File: src/rtl/simon_pkg.sv
// simon_pkg: shared colour, length and playback-state definitions for the Simon Says blocks
package simon_pkg;

    typedef logic [1:0] colour_t;

    localparam colour_t COL_RED    = 2'd0;
    localparam colour_t COL_GREEN  = 2'd1;
    localparam colour_t COL_BLUE   = 2'd2;
    localparam colour_t COL_YELLOW = 2'd3;

    localparam int MAX_SEQ_LEN = 15;

    typedef enum logic [1:0] {IDLE, ON, OFF, DONE} play_state_t;

    function automatic logic [3:0] colour_onehot(input colour_t c);
        return 4'b0001 << c;
    endfunction

endpackage

File: src/rtl/sequence_player_phase_timer.sv
// phase_timer: tick counter that pulses done on the tick reaching the terminal count
module phase_timer #(
    parameter int TICK_W = 8
) (
    input  logic              clk,
    input  logic              rst,
    input  logic              clr,
    input  logic              en,
    input  logic [TICK_W-1:0] term,
    output logic              done
);

    logic [TICK_W-1:0] cnt_q, cnt_d;

    // terminal tick and clear both return the count to zero
    always_comb begin
        done  = en && !clr && (cnt_q + TICK_W'(1) == term);
        cnt_d = (clr || done) ? '0 : (en ? cnt_q + TICK_W'(1) : cnt_q);
    end

    // count register
    always_ff @(posedge clk) begin
        if (rst) cnt_q <= '0;
        else     cnt_q <= cnt_d;
    end

endmodule

File: src/rtl/sequence_player.sv
// sequence_player: shows a latched packed colour sequence on the LEDs with timed ON and OFF phases
module sequence_player
    import simon_pkg::*;
#(
    parameter int ON_TICKS  = 4,
    parameter int OFF_TICKS = 2,
    parameter int TICK_W    = 8
) (
    input  logic        clk,
    input  logic        rst,
    input  logic        start,
    input  logic        tick,
    input  logic [31:0] sequence_val,
    input  logic [3:0]  sequence_len,
    output logic [1:0]  colour_val,
    output logic [3:0]  led,
    output logic        busy,
    output logic        complete_play
);

    play_state_t       state_q, state_d;
    logic [31:0]       seq_q, seq_d;
    logic [3:0]        len_q, len_d;
    logic [3:0]        index_q, index_d;
    colour_t           colour_val_q, colour_val_d;
    logic [3:0]        led_q, led_d;
    logic              busy_q, busy_d;
    logic              complete_q, complete_d;
    colour_t           elem_d;
    logic              phase_done;
    logic              timer_clr;
    logic [TICK_W-1:0] term;

    assign timer_clr = !(state_q == ON || state_q == OFF);
    assign term      = (state_q == ON) ? TICK_W'(ON_TICKS) : TICK_W'(OFF_TICKS);

    phase_timer #(.TICK_W(TICK_W)) u_timer (
        .clk  (clk),
        .rst  (rst),
        .clr  (timer_clr),
        .en   (tick),
        .term (term),
        .done (phase_done)
    );

    // next state; LED/busy follow the next state so the first colour shows one cycle after start
    always_comb begin
        state_d = state_q;
        seq_d   = seq_q;
        len_d   = len_q;
        index_d = index_q;
        case (state_q)
            IDLE: if (start) begin
                seq_d   = sequence_val;
                len_d   = sequence_len;
                index_d = '0;
                state_d = (sequence_len == 4'd0) ? DONE : ON;
            end
            ON:   if (phase_done) state_d = OFF;
            OFF:  if (phase_done) begin
                if ({1'b0, index_q} + 5'd1 == {1'b0, len_q}) begin
                    state_d = DONE;
                end else begin
                    index_d = index_q + 4'd1;
                    state_d = ON;
                end
            end
            default: ;
        endcase
        elem_d       = seq_d[{index_d, 1'b0} +: 2];
        colour_val_d = (state_d == ON) ? elem_d : COL_RED;
        led_d        = (state_d == ON) ? colour_onehot(elem_d) : 4'b0000;
        busy_d       = (state_d == ON) || (state_d == OFF);
        complete_d   = (state_q == DONE);
    end

    // state and registered outputs
    always_ff @(posedge clk) begin
        if (rst) begin
            state_q      <= IDLE;
            seq_q        <= '0;
            len_q        <= '0;
            index_q      <= '0;
            colour_val_q <= COL_RED;
            led_q        <= '0;
            busy_q       <= 1'b0;
            complete_q   <= 1'b0;
        end else begin
            state_q      <= state_d;
            seq_q        <= seq_d;
            len_q        <= len_d;
            index_q      <= index_d;
            colour_val_q <= colour_val_d;
            led_q        <= led_d;
            busy_q       <= busy_d;
            complete_q   <= complete_d;
        end
    end

    assign colour_val    = colour_val_q;
    assign led           = led_q;
    assign busy          = busy_q;
    assign complete_play = complete_q;

endmodule
File: config.mk
export PLATFORM = sky130hd
export DESIGN_NAME = sequence_player
export DESIGN_NICKNAME = d
export VERILOG_FILES = /design/src/rtl/simon_pkg.sv /design/src/rtl/sequence_player_phase_timer.sv /design/src/rtl/sequence_player.sv
export SDC_FILE = /design/constraint.sdc
export NUM_CORES = 1
export LEC_CHECK = 0
export ABC_AREA = 1
export CAP_MARGIN = 20
export CORE_MARGIN = 2
export CORE_UTILIZATION = 35
export CTS_CLUSTER_SIZE = 14
export DETAILED_ROUTE_END_ITERATION = 7
export GPL_TIMING_DRIVEN = 0
export HOLD_SLACK_MARGIN = 0.03
export SLEW_MARGIN = 20
export SYNTH_ARGS = -nofsm -noshare
export SYNTH_HDL_FRONTEND = slang
export SYNTH_SLANG_ARGS = --single-unit
File: constraint.sdc
create_clock -name clk -period 3 [get_ports clk]
set_input_delay 0.6 -clock clk [delete_from_list [all_inputs] [get_ports clk]]
set_output_delay 0.6 -clock clk [all_outputs]
set_load 0.01 [all_outputs]
==> metrics.txt <==
# TYPE chip_impl_metric gauge
chip_impl_info{name="crit_family",value="simple AND/OR/NAND/NOR gates"} 1
chip_impl_metric{name="drt_first_iter_violations",unit=""} 89
chip_impl_metric{name="synth.top_cell.area_share",unit="%"} 39.0
chip_impl_metric{name="cts_htree_levels",unit=""} 3
chip_impl_metric{name="fin_total_pwr",unit="mW"} 1.87
chip_impl_info{name="crit_path_start",value="index_q[0]"} 1
chip_impl_metric{name="cp_num_buf_inv",unit=""} 3
chip_impl_metric{name="detailedRoute.firstPassIterationCount",unit=""} 4
chip_impl_metric{name="design.core.area",unit="mm2"} 0.00822
chip_impl_metric{name="pwr_density_cell",unit="mW/mm2"} 496
chip_impl_info{name="rsz0062_at_grt",value="no"} 1
chip_impl_metric{name="final_min_period_over_clock_period",unit="%"} 85.0
chip_impl_metric{name="worst_ep_required_time",unit="ns"} 3.28
chip_impl_metric{name="vias_in_the_first_global_route",unit=""} 2618
chip_impl_metric{name="final_max_slew_viol_count",unit=""} 0
chip_impl_metric{name="port-buffer-count",unit=""} 46
chip_impl_metric{name="post_cts_resized",unit=""} 0
chip_impl_info{name="whs_endpoint",value="len_q[3]"} 1
chip_impl_metric{name="grt_max_degree",unit=""} 12
chip_impl_info{name="clockRootBuffer",value="sky130_fd_sc_hd__clkbuf_8"} 1
chip_impl_metric{name="post_cts_buffers",unit=""} 0
chip_impl_metric{name="ys_async_sr_fraction",unit="%"} 0
chip_impl_metric{name="detail_route.drc_violations",unit=""} 0
chip_impl_info{name="netlist_top_cells_count",value="66 x sky130_fd_sc_hd__nor2_1, 58 x sky130_fd_sc_hd__dfxtp_1, 58 x sky130_fd_sc_hd__nand2_1"} 1
chip_impl_metric{name="timing.fmax",unit="GHz"} 0.392
chip_impl_metric{name="sum_of_overflow_across_all_layers_after_global_routing",unit=""} 0
chip_impl_metric{name="p_leak",unit="nW"} 1.69
chip_impl_info{name="holdCritPathClass",value="flip-flop to flip-flop"} 1
chip_impl_metric{name="routed_via_density",unit=""} 4.81
chip_impl_metric{name="drive_above_1_share",unit="%"} 11.2
chip_impl_info{name="cts_tree",value="yes"} 1
chip_impl_metric{name="start_util",unit="%"} 36.2
chip_impl_metric{name="antenna-diode-count",unit=""} 0
chip_impl_metric{name="finalHoldViolations",unit=""} 0
chip_impl_info{name="reg2reg_from",value="index_q[0]"} 1
chip_impl_metric{name="synth.yosys.seq_area_share",unit="%"} 39.0
chip_impl_metric{name="gp_congestion",unit=""} 0.858
chip_impl_metric{name="num_rows",unit=""} 33
chip_impl_metric{name="design.die.area",unit="mm2"} 0.00926
chip_impl_metric{name="finalSetupViolations",unit=""} 0
chip_impl_metric{name="reg2reg_slack",unit="ns"} 0.45
chip_impl_metric{name="net_count_of_the_mapped_netlist",unit=""} 440
chip_impl_info{name="cp_common_cell",value="sky130_fd_sc_hd__nand2_1"} 1
chip_impl_metric{name="post-route-min-period",unit="ns"} 2.55
chip_impl_metric{name="vdd_drop_max",unit="mV"} 0.222
chip_impl_metric{name="layout.filler_cells",unit=""} 841
chip_impl_metric{name="floorplan.io_pins",unit=""} 48
chip_impl_info{name="crit_slowest_cell",value="sky130_fd_sc_hd__dfxtp_1"} 1
chip_impl_metric{name="cap_violations",unit=""} 0
chip_impl_metric{name="global_route_wire_length_before_repair",unit="mm"} 11.6
chip_impl_metric{name="timing.max_slew.rel_slack",unit="%"} 49.9
chip_impl_info{name="rr_endpoint",value="led[2]"} 1
chip_impl_metric{name="cts_made_buffers",unit=""} 9
chip_impl_metric{name="final_net_count",unit=""} 496
chip_impl_metric{name="area_growth_syn_to_layout",unit="%"} 26.3
chip_impl_metric{name="crit_path_max_fanout",unit=""} 7
chip_impl_info{name="setup.worst_path.class",value="flip-flop to flip-flop"} 1
chip_impl_info{name="yosysMostFrequentCell",value="sky130_fd_sc_hd__nor2_1"} 1
chip_impl_metric{name="chipWidth",unit="um"} 96.2
chip_impl_metric{name="hpwl_dp",unit="mm"} 5.37
chip_impl_metric{name="die-height",unit="um"} 96.2
chip_impl_metric{name="clk_transition_reported_paths",unit="ns"} 0.07
chip_impl_info{name="status",value="completed"} 1
chip_impl_metric{name="synth-seq-cells",unit=""} 58
chip_impl_info{name="synth_top_flop_cell",value="sky130_fd_sc_hd__dfxtp_1"} 1
chip_impl_metric{name="synth.lib_cells_used.distinct",unit=""} 40
chip_impl_metric{name="critical_path.max_stage_delay",unit="ns"} 0.45
chip_impl_metric{name="dpl-instance-area",unit="mm2"} 0.00357
chip_impl_metric{name="cp_num_cells",unit=""} 19
chip_impl_metric{name="insertion_delay",unit="ns"} 0.34
chip_impl_metric{name="cts.sink_count",unit=""} 58
chip_impl_metric{name="worst-slew-pin-transition",unit="ns"} 0.752
chip_impl_info{name="post_synth_main_area_contributors",value="sky130_fd_sc_hd__dfxtp_1 39%, sky130_fd_sc_hd__nand3_1 9.4%, sky130_fd_sc_hd__mux2i_1 9.1%"} 1
chip_impl_metric{name="hold_depth",unit=""} 2
chip_impl_metric{name="synthesis.area_per_instance",unit="um2"} 7.58
chip_impl_metric{name="yosys_warnings",unit=""} 0
chip_impl_metric{name="ctsLongestPathBuffers",unit=""} 2
chip_impl_metric{name="track_usage",unit="%"} 16.3
chip_impl_info{name="timing.critical_path.from_type",value="flip-flop"} 1
chip_impl_metric{name="routedWlPerCell",unit="um"} 12.3
chip_impl_metric{name="final_area",unit="mm2"} 0.00376
chip_impl_metric{name="critPathArrivalTime",unit="ns"} 2.83
chip_impl_metric{name="final.setup_skew",unit="ns"} 0.00835
chip_impl_info{name="critPathCaptureType",value="flip-flop"} 1
chip_impl_info{name="hp-start",value="len_q[3]"} 1
chip_impl_metric{name="syn_inst",unit=""} 393
chip_impl_metric{name="combined_area_of_all_synthesized_cells",unit="mm2"} 0.00298
chip_impl_metric{name="worstRegToRegCells",unit=""} 19
chip_impl_metric{name="route.antenna.remaining_nets",unit=""} 0
chip_impl_metric{name="routed-via-count",unit=""} 2686
chip_impl_metric{name="initial_antenna_violation_count",unit=""} 0
chip_impl_metric{name="number_of_enable_flip_flop_cells_after_synthesis",unit=""} 0
chip_impl_metric{name="post_cts_hold_fix_bufs",unit=""} 0
chip_impl_info{name="cp_cell_sequence",value="ha_1, inv_1, nand2_1, nand2_1, nand2_1, nand2_1, nor2_1, nand2_1, nand3_2, clkinv_1, nand2_1, nand3_1, o21ai_1, inv_1, nand3_1, nand3_1, nand2_1, nand2_1, nor2_1"} 1
chip_impl_info{name="synth_top_area_cell",value="sky130_fd_sc_hd__dfxtp_1"} 1
chip_impl_metric{name="wirelength",unit="mm"} 6.90
-- how the worst max path moves through the flow --
stage          endpoint  slack [ns]
6_report         led[2]        0.45
3_5_place_dp     led[2]       -0.16
4_1_cts          led[2]        0.16
3_3_place_gp     led[2]       -0.14
2_1_floorplan    led[2]        0.67
5_1_grt          led[0]        0.12
-- cell type report --
cell class                      count  area (um2)  share of cell area [%]
Buffer                             11        66.3                    1.76
Clock buffer                       10         128                    3.39
Clock inverter                      6        67.6                    1.80
Inverter                           41         156                    4.16
Multi-Input combinational cell    282        1590                    42.3
Sequential cell                    58        1160                    30.9
Tap cell                          105         131                    3.49
Timing Repair Buffer               46         460                    12.2
-- metal layers --
layer,global-route usage (%),routed length (um)
met1,19.6,3120
met2,27.6,3380
met3,4.86,264
met4,5.60,128
met5,0,0
-- cell usage in the layout (no fill, tap or decap), types with 7 or more instances in the layout --
cell	instances
sky130_fd_sc_hd__nor2_1	66
sky130_fd_sc_hd__nand2_1	58
sky130_fd_sc_hd__dfxtp_1	58
sky130_fd_sc_hd__nand3_1	56
sky130_fd_sc_hd__clkdlybuf4s50_1	46
sky130_fd_sc_hd__inv_1	34
sky130_fd_sc_hd__mux2i_1	27
sky130_fd_sc_hd__o21ai_0	11
sky130_fd_sc_hd__clkbuf_8	9
sky130_fd_sc_hd__a211oi_1	7
sky130_fd_sc_hd__ha_1	7
-- through the flow --
step | util [%] | setup slack (ns) | std cells | setup TNS, ns | hold slack [ns]
3_5_place_dp | 43.4 | -0.158 | 544 | -0.729 | 0.478
6_report | 45.8 | 0.450 | 559 | 0 | 0.482
5_1_grt | 45.8 | 0.123 | 559 | 0 | 0.516
4_1_cts | 45.8 | 0.164 | 560 | 0 | 0.489
2_1_floorplan | - | 0.671 | 393 | 0 | 0.444
3_3_place_gp | 43.4 | -0.145 | 544 | -0.711 | 0.470
-- worst register-to-register path: stages (launching register included) --
cell                       delay (ns)
sky130_fd_sc_hd__dfxtp_1         0.45
sky130_fd_sc_hd__ha_1            0.23
sky130_fd_sc_hd__inv_1           0.05
sky130_fd_sc_hd__nand2_1         0.08
sky130_fd_sc_hd__nand2_1         0.07
sky130_fd_sc_hd__nand2_1         0.06
sky130_fd_sc_hd__nand2_1         0.04
sky130_fd_sc_hd__nor2_1          0.10
sky130_fd_sc_hd__nand2_1         0.12
sky130_fd_sc_hd__nand3_2         0.13
sky130_fd_sc_hd__clkinv_1        0.11
sky130_fd_sc_hd__nand2_1         0.07
sky130_fd_sc_hd__nand3_1         0.07
sky130_fd_sc_hd__o21ai_1         0.25
sky130_fd_sc_hd__inv_1           0.18
sky130_fd_sc_hd__nand3_1         0.12
sky130_fd_sc_hd__nand3_1         0.11
sky130_fd_sc_hd__nand2_1         0.10
sky130_fd_sc_hd__nand2_1         0.09
sky130_fd_sc_hd__nor2_1          0.09
-- cells by family (layout without fill, tap and decap cells) --
kind of cell,after synthesis,count (layout),synth area share [%]
AOI/OAI and AO/OA,29,29,6.05
adders and majority gates,7,7,2.94
xor gates and xnor gates,1,1,0.294
DFF,58,58,39.0
and+or+nand+nor,218,218,35.0
muxes,27,27,9.08
buffers and inverters,53,114,7.60
-- registers in the layout (all words and copies together), names as in the netlist --
| signal | cells |
|---|---|
| state_q | 2 |
| len_q | 4 |
| u_timer.cnt_q | 8 |
| busy | 1 |
| led | 4 |
| colour_val | 2 |
| complete_play | 1 |
| seq_q | 32 |
| index_q | 4 |
-- report_power, final --
group / switching (mW) / leakage, nW / internal, mW / total, mW
logic: 0.162 / 1.12 / 0.148 / 0.311
clock network: 0.328 / 0.0925 / 0.385 / 0.713
registers: 0.0203 / 0.475 / 0.822 / 0.842
Note: power is estimated with default switching activity, not from simulation.
